`config.mk`:
```
export PLATFORM = sky130hd
export DESIGN_NAME = delay_scheduler_flat
export DESIGN_NICKNAME = d
export VERILOG_FILES = /design/src/rtl/delay_scheduler_if.sv /design/src/rtl/delay_scheduler.sv /design/src/flat_wrapper.sv
export SDC_FILE = /design/constraint.sdc
export NUM_CORES = 1
export LEC_CHECK = 0
export CORE_MARGIN = 5
export CORE_UTILIZATION = 65
export CTS_BUF_LIST = sky130_fd_sc_hd__clkbuf_8
export DETAILED_ROUTE_END_ITERATION = 6
export DONT_BUFFER_PORTS = 1
export HOLD_SLACK_MARGIN = 0.02
export PLACE_DENSITY = 0.87
export SETUP_SLACK_MARGIN = 0.1
export SLEW_MARGIN = 20
export SYNTH_ARGS = -nofsm -noshare
export SYNTH_HDL_FRONTEND = slang
export SYNTH_SLANG_ARGS = --single-unit
```
`constraint.sdc`:
```
create_clock -name clock -period 8.7 [get_ports clock]
set_input_delay 2.175 -clock clock [delete_from_list [all_inputs] [get_ports clock]]
set_output_delay 2.175 -clock clock [all_outputs]
set_load 0.01 [all_outputs]
```
`src/rtl/delay_scheduler_if.sv`:
```
// Signal-side bundle of delay_scheduler: the monitored input plus delayed outputs and status.
interface delay_scheduler_if #(
    parameter int unsigned DEPTH = 4
);
    localparam int unsigned PW = $clog2(DEPTH + 1);

    logic          a;
    logic          out_inertial;
    logic          out_transport;
    logic          busy;
    logic [PW-1:0] pending;
    logic          overflow;

    // master drives the monitored signal; slave is the scheduler
    modport master (
        output a,
        input  out_inertial, out_transport, busy, pending, overflow
    );

    modport slave (
        input  a,
        output out_inertial, out_transport, busy, pending, overflow
    );
endinterface

```
`src/rtl/delay_scheduler.sv`:
```
// Clocked replacement for behavioural # delays: an inertial channel (single pending update,
// value sampled at expiry) and a transport channel (every edge queued and replayed in order).
module delay_scheduler #(
    parameter int unsigned DELAY = 5,
    parameter int unsigned DEPTH = 4,
    parameter int unsigned TW    = $clog2(DELAY + 1) + 1
) (
    input logic              clock,
    input logic              reset_n,
    delay_scheduler_if.slave bus
);
    localparam int unsigned CW = $clog2(DELAY + 1);
    localparam int unsigned AW = $clog2(DEPTH);
    localparam int unsigned PW = $clog2(DEPTH + 1);

    typedef enum logic {S_IDLE, S_WAIT} state_t;

    typedef struct packed {
        logic [TW-1:0] due;
        logic          val;
    } event_t;

    state_t        state_q, state_d;
    logic [CW-1:0] cnt_q, cnt_d;
    logic [TW-1:0] now_q;
    logic [AW-1:0] wr_q, wr_d, rd_q, rd_d;
    logic [PW-1:0] count_q, count_d;
    logic          a_q;
    logic          inert_q, inert_d;
    logic          trans_q, trans_d;
    logic          busy_q, busy_d;
    logic          ovf_q, ovf_d;
    logic          edge_c, push_c, pop_c;
    event_t        head_c;
    event_t        mem [DEPTH];

    assign edge_c = (bus.a != a_q);

    // next-state for inertial FSM and transport FIFO bookkeeping
    always_comb begin
        state_d = state_q;
        cnt_d   = cnt_q;
        inert_d = inert_q;
        trans_d = trans_q;
        wr_d    = wr_q;
        rd_d    = rd_q;
        count_d = count_q;
        ovf_d   = ovf_q;
        busy_d  = busy_q;
        head_c  = mem[rd_q];
        pop_c   = 1'b0;
        push_c  = 1'b0;

        case (state_q)
            S_IDLE: begin
                if (edge_c) begin
                    cnt_d   = CW'(DELAY);
                    state_d = S_WAIT;
                end
            end
            S_WAIT: begin
                // edges while waiting are ignored; the output takes the value present at expiry
                if (cnt_q == CW'(1)) begin
                    inert_d = ~bus.a;
                    cnt_d   = '0;
                    state_d = S_IDLE;
                end else begin
                    cnt_d = cnt_q - CW'(1);
                end
            end
            default: state_d = S_IDLE;
        endcase

        // only the head is compared: entries are pushed in due order
        pop_c  = (count_q != '0) && (head_c.due == now_q);
        push_c = edge_c && ((count_q != PW'(DEPTH)) || pop_c);

        if (pop_c) begin
            trans_d = head_c.val;
            rd_d    = rd_q + AW'(1);
        end
        if (push_c) begin
            wr_d = wr_q + AW'(1);
        end
        if (edge_c && !push_c) begin
            ovf_d = 1'b1;
        end
        count_d = count_q + PW'(push_c) - PW'(pop_c);
        busy_d  = (state_d == S_WAIT) || (count_d != '0);
    end

    always_ff @(posedge clock or negedge reset_n) begin
        if (!reset_n) begin
            state_q <= S_IDLE;
            cnt_q   <= '0;
            now_q   <= '0;
            wr_q    <= '0;
            rd_q    <= '0;
            count_q <= '0;
            a_q     <= 1'b0;
            inert_q <= 1'b1;
            trans_q <= 1'b1;
            busy_q  <= 1'b0;
            ovf_q   <= 1'b0;
        end else begin
            state_q <= state_d;
            cnt_q   <= cnt_d;
            now_q   <= now_q + TW'(1);
            wr_q    <= wr_d;
            rd_q    <= rd_d;
            count_q <= count_d;
            a_q     <= bus.a;
            inert_q <= inert_d;
            trans_q <= trans_d;
            busy_q  <= busy_d;
            ovf_q   <= ovf_d;
        end
    end

    // payload storage needs no reset: occupancy gates every read
    always_ff @(posedge clock) begin
        if (push_c) begin
            mem[wr_q] <= '{due: now_q + TW'(DELAY), val: ~bus.a};
        end
    end

    assign bus.out_inertial  = inert_q;
    assign bus.out_transport = trans_q;
    assign bus.busy          = busy_q;
    assign bus.pending       = count_q;
    assign bus.overflow      = ovf_q;
endmodule

```
`src/flat_wrapper.sv`:
```
// flat-port wrapper written by rule: the top's interface ports become plain ports
module delay_scheduler_flat 
#(
    parameter int unsigned DELAY = 5,
    parameter int unsigned DEPTH = 4,
    parameter int unsigned TW    = $clog2(DELAY + 1) + 1
)
  (clock, reset_n, bus_a, bus_out_inertial, bus_out_transport, bus_busy, bus_pending, bus_overflow);
  delay_scheduler_if #(.DEPTH(DEPTH)) bus_i ();
  input logic clock;
  input logic reset_n;
  input wire logic [$bits(bus_i.a)-1:0] bus_a;
  output wire logic [$bits(bus_i.out_inertial)-1:0] bus_out_inertial;
  output wire logic [$bits(bus_i.out_transport)-1:0] bus_out_transport;
  output wire logic [$bits(bus_i.busy)-1:0] bus_busy;
  output wire logic [$bits(bus_i.pending)-1:0] bus_pending;
  output wire logic [$bits(bus_i.overflow)-1:0] bus_overflow;
  assign bus_i.a = bus_a;
  assign bus_out_inertial = bus_i.out_inertial;
  assign bus_out_transport = bus_i.out_transport;
  assign bus_busy = bus_i.busy;
  assign bus_pending = bus_i.pending;
  assign bus_overflow = bus_i.overflow;
  delay_scheduler #(.DELAY(DELAY), .DEPTH(DEPTH), .TW(TW)) u_core (.clock(clock), .reset_n(reset_n), .bus(bus_i));
endmodule
```
==> impl_table.tex <==
\begin{tabular}{lr}
\hline
Metric & Value \\
\hline
\multicolumn{2}{l}{\textbf{Yosys}} \\
Combinational family with the most area after synthesis & multiplexers \\
Compound-Gate Fraction of Synth Area & under 10\% \\
Net count after synthesis & between 100 and 150 \\
Top cell type's share of synthesized area & a little over a third \\
Post-synthesis sequential area ratio & between 60 and 70\% \\
Arithmetic-cell share of the synthesized area counting full adders, half adders and majority gates & approximately 7.7\% \\
Cell taking the most area after synthesis & sky130\_fd\_sc\_hd\_\_edfxtp\_1 \\
Synth warnings & 0 \\
Multiplexer fraction of the synthesized cell area & 9.02\% \\
Synth area leaders & sky130\_fd\_sc\_hd\_\_edfxtp\_1, sky130\_fd\_sc\_hd\_\_dfrtp\_1, sky130\_fd\_sc\_hd\_\_ha\_1, sky130\_fd\_sc\_hd\_\_mux4\_2, sky130\_fd\_sc\_hd\_\_xnor2\_1 \\
Post-synthesis simple-gate area fraction & 5.82\% \\
Synthesized instance count & 110 \\
Library cells used by synthesis & 30 \\
Register bit count reported by yosys & 40 \\
Post-synthesis area per instance & 15.6 sq um \\
Post-synth design cell area & $\sim$0.0017 sq mm \\
Xor and xnor fraction of the mapped netlist area & under 10\% \\
\multicolumn{2}{l}{\textbf{Route}} \\
Antenna violation net count after detailed routing & 0 \\
Via count & between 800 and 900 \\
Initial DRC count & 27 \\
\# DRC & 0 \\
Post-detailed-route via-to-cell ratio & $\sim$5.7 \\
Iteration count of the initial detailed-routing pass & 4 \\
Routed wire length per instance & around 18 microns \\
WL final & 2.59 mm \\
\multicolumn{2}{l}{\textbf{Clock tree}} \\
Number of CTS-inserted buffers & 5 \\
H-tree levels & 2 \\
Clk sink count & 40 \\
Hold buffer count at cts & 0 \\
Clock latency at the later pin of the worst-skew pair & roughly 0.28 ns \\
Clock-pin slew on the worst setup and hold paths & $\sim$0.07 ns \\
Root Buffer & sky130\_fd\_sc\_hd\_\_clkbuf\_8 \\
Post\_cts resized & 0 \\
CTS tree & built \\
Maximum number of buffers from clock root to sink & 2 \\
Number of buffers inserted to repair setup after CTS & 0 \\
\multicolumn{2}{l}{\textbf{Cells and area}} \\
\# fillers & roughly 150 \\
Post-layout instance count excluding filler cells & roughly 150 \\
Fin util & roughly 73\% \\
Total area of sequential cells & $\sim$0.0011 sq mm \\
Layout cells sized above 1 & 14.7\% \\
Multi-input gate area & between 500 and 600 sq um \\
Layout area overhead & 6.26\% \\
Net count, final & $\sim$130 \\
Diode count & 0 \\
\multicolumn{2}{l}{\textbf{Power and ir drop}} \\
Switch Pwr & around 0.0002 W \\
Total power density per cell area & around 330 mW/mm\^{}2 \\
Total Power Consumption & between 0.0005 and 0.0006 W \\
Lkg Pwr & around 0.74 nW \\
Peak supply drop & approximately 0.26 mV \\
Clock share of power & approximately 18\% \\
Combinational share of power & between 20\% and 30\% \\
Internal portion of total power & slightly above 0.0004 W \\
Sequential fraction of design power & around 52\% \\
Switching share of power & approximately a third \\
\multicolumn{2}{l}{\textbf{Timing}} \\
Worst-margin pin slew & about 0.42 ns \\
RSZ-0062 raised after global routing & no \\
Final Hold Violating Endpoints & 0 \\
Relative slew margins & between 70\% and 80\% \\
Period minus WS final & 3.79 ns \\
Final count of negative-setup-slack endpoints & 0 \\
Number of slew-limit violations in the final report & 0 \\
Final TNS setup & 0 ns \\
Peak clock frequency supported by timing & 264 MHz \\
Final period util & between 40\% and 50\% \\
Worst clock skew & just over 0.009 ns \\
\multicolumn{2}{l}{\textbf{Worst hold path}} \\
Worst hold path class & flip-flop to flip-flop \\
\multicolumn{2}{l}{\textbf{Worst setup path}} \\
Setup crit end kind & flip-flop \\
Family of cells with the greatest summed delay on the critical path & adder cells \\
Crit path top cell by count & sky130\_fd\_sc\_hd\_\_xnor2\_1 \\
Largest incremental delay on the critical path & 0.49 ns \\
Cells along the critical path & xnor2\_1, a21oi\_4, ha\_1, fa\_1, xor2\_1, xnor2\_1, or4\_1 \\
Number of buffer and inverter stages on the critical path & 0 \\
CP max-delay cell & sky130\_fd\_sc\_hd\_\_or4\_1 \\
Kind of launch point of the worst setup path & input pin \\
Start-to-end type of the worst setup path & input pin to flip-flop \\
Max Fanout on Critical Path & 7 \\
Register-to-register setup slack & 5.10 ns \\
CP Data Arrival Time & $\sim$4 ns \\
Critical Path RT & just under 9 ns \\
\multicolumn{2}{l}{\textbf{Floorplanning}} \\
Initial core utilization & 68.8\% \\
FP Rows & 18 \\
Top-level I/O count & 10 \\
Y dimension of the die & 61.4 microns \\
Floorplan die width & between 60 and 70 microns \\
Core region area & $\sim$0.0025 sq mm \\
Total die area & around 0.0038 sq mm \\
\multicolumn{2}{l}{\textbf{Global routing}} \\
Maximum number of pins on one net before global-route repair & 21 \\
Final global-route overflow total & 0 \\
Antenna violations before repair & 0 \\
Vias in the first global route & around 910 \\
Global-route usage over all layers & between 10\% and 20\% \\
First-pass GRT wire length & between 4 and 5 mm \\
\multicolumn{2}{l}{\textbf{Job}} \\
Max\_cap viols & 0 \\
\multicolumn{2}{l}{\textbf{Placement}} \\
Final GP Congestion & a little under 0.8 \\
DP Wirelength & 1.94 mm \\
Placed Cells incl. Taps & $\sim$140 \\
Buffers on Ports & 0 \\
\multicolumn{2}{l}{\textbf{Status}} \\
Result of the run & finished, final reports clean \\
\hline
\end{tabular}
==> through the flow <==
stage                     cell area, sq um  hold slack (ns)  setup slack (ns)
after floorplan                       1720            0.474              4.74
after global placement                1750            0.487              4.69
after detailed placement              1750            0.517              4.63
after CTS                             1830            0.524              4.92
after global routing                  1830            0.539              4.81
final                                 1830            0.520              4.91
==> state kept, by name, indices dropped and copies added, names as in the netlist, 2 cells and up <==
| register | flops |
|---|---|
| u_core.bus.pending | 3 |
| u_core.wr_q | 2 |
| u_core.now_q | 4 |
| u_core.cnt_q | 3 |
| u_core.mem | 20 |
| u_core.rd_q | 2 |
==> logic make-up (layout without fill, tap and decap cells) <==
family,count (synthesis),after routing
AOI/OAI and AO/OA,7,7
xor gates and xnor gates,14,14
adders and majority gates,10,10
buffers and inverters,13,19
DFF,40,40
muxes,9,9
and+or+nand+nor,17,17
==> layer usage <==
metal | track usage (%) | routed length [microns] | vias up
met5 | 0 | 0 | -
met4 | 8.18 | 46 | 0
met2 | 27.6 | 1320 | 14
li1 | - | - | 394
met1 | 21.6 | 1130 | 417
met3 | 5.24 | 100 | 5
==> layout make-up <==
type / count / area share (%)
clock inverters: 3 / 0.685
inverters: 11 / 2.26
multi-input cells: 57 / 30.8
well taps: 30 / 2.05
clock buffers: 5 / 3.77
flip-flops and latches: 40 / 60.4
==> synth_stat cells <==
cell type / instances
sky130_fd_sc_hd__mux2i_1: 2
sky130_fd_sc_hd__o21ai_0: 2
sky130_fd_sc_hd__xor2_1: 4
sky130_fd_sc_hd__xnor2_1: 10
sky130_fd_sc_hd__o21a_1: 1
sky130_fd_sc_hd__ha_1: 9
sky130_fd_sc_hd__a21oi_1: 2
sky130_fd_sc_hd__a21oi_4: 1
sky130_fd_sc_hd__and3_1: 1
sky130_fd_sc_hd__dfrtp_1: 18
sky130_fd_sc_hd__clkbuf_1: 1
sky130_fd_sc_hd__fa_1: 1
sky130_fd_sc_hd__nor2_1: 1
sky130_fd_sc_hd__inv_1: 11
sky130_fd_sc_hd__or4_1: 1
sky130_fd_sc_hd__dfstp_2: 2
sky130_fd_sc_hd__buf_4: 1
sky130_fd_sc_hd__nand4_1: 1
sky130_fd_sc_hd__mux2_1: 1
sky130_fd_sc_hd__nand3_1: 1
sky130_fd_sc_hd__mux4_2: 5
sky130_fd_sc_hd__edfxtp_1: 20
sky130_fd_sc_hd__nand2_1: 2
sky130_fd_sc_hd__nor3b_1: 2
sky130_fd_sc_hd__nor2_2: 1
sky130_fd_sc_hd__mux2_2: 1
sky130_fd_sc_hd__nand3b_1: 1
sky130_fd_sc_hd__nor3_1: 2
sky130_fd_sc_hd__a31o_2: 1
sky130_fd_sc_hd__and2_1: 4
==> power by group through the flow <==
stage               Clock (W)  Combinational, W  Sequential [W]
floorplan                   0          0.000159        0.000293
global placement            0          0.000167        0.000314
finish               0.000110          0.000177        0.000312
CTS                  0.000113          0.000181        0.000315
global route         0.000122          0.000200        0.000322
detailed placement          0          0.000180        0.000319
==> path summary, 6_finish.rpt <==
kind / start / depth (start not counted) / end
min in group asynchronous: reset_n / 0 / u_core.now_q[2]$_DFF_PN0_
max reg2reg: u_core.rd_q[0]$_DFFE_PN0P_ / 11 / u_core.bus.busy$_DFF_PN0_
min: u_core.bus.out_inertial$_DFFE_PN1P_ / 2 / u_core.bus.out_inertial$_DFFE_PN1P_
max in group asynchronous: reset_n / 0 / u_core.bus.out_inertial$_DFFE_PN1P_
min reg2reg: u_core.bus.out_inertial$_DFFE_PN1P_ / 2 / u_core.bus.out_inertial$_DFFE_PN1P_
max: bus_a / 7 / u_core.bus.busy$_DFF_PN0_
==> placed cells by master, fill, tap and decap left out <==
master	instances
sky130_fd_sc_hd__mux2_1	1
sky130_fd_sc_hd__dfstp_2	2
sky130_fd_sc_hd__xnor2_1	10
sky130_fd_sc_hd__a31o_2	1
sky130_fd_sc_hd__clkinv_2	1
sky130_fd_sc_hd__edfxtp_1	20
sky130_fd_sc_hd__and2_1	4
sky130_fd_sc_hd__inv_1	13
sky130_fd_sc_hd__dfrtp_1	18
sky130_fd_sc_hd__mux2i_1	2
sky130_fd_sc_hd__or4_1	1
sky130_fd_sc_hd__nor2_1	1
sky130_fd_sc_hd__nand3_1	1
sky130_fd_sc_hd__a21oi_4	1
sky130_fd_sc_hd__mux4_2	5
sky130_fd_sc_hd__nand3b_1	1
sky130_fd_sc_hd__nand4_1	1
sky130_fd_sc_hd__nor2_2	1
sky130_fd_sc_hd__fa_1	1
sky130_fd_sc_hd__ha_1	9
sky130_fd_sc_hd__a21oi_1	2
sky130_fd_sc_hd__and3_1	1
sky130_fd_sc_hd__xor2_1	4
sky130_fd_sc_hd__nor3b_1	2
sky130_fd_sc_hd__nor3_1	2
sky130_fd_sc_hd__o21ai_0	2
sky130_fd_sc_hd__nand2_1	2
sky130_fd_sc_hd__o21a_1	1
sky130_fd_sc_hd__mux2_2	1
sky130_fd_sc_hd__clkbuf_8	5
==> worst register-to-register path: stages (launching register included) <==
cell and delay [ns]:
sky130_fd_sc_hd__dfrtp_1 0.60, sky130_fd_sc_hd__mux4_2 0.58, sky130_fd_sc_hd__xnor2_1 0.18, sky130_fd_sc_hd__nand4_1 0.29, sky130_fd_sc_hd__nor2_2 0.28, sky130_fd_sc_hd__ha_1 0.16
sky130_fd_sc_hd__inv_1 0.04, sky130_fd_sc_hd__ha_1 0.18, sky130_fd_sc_hd__fa_1 0.37, sky130_fd_sc_hd__xor2_1 0.16, sky130_fd_sc_hd__xnor2_1 0.14, sky130_fd_sc_hd__or4_1 0.49
No activity file was read; power rests on OpenSTA's default activity.
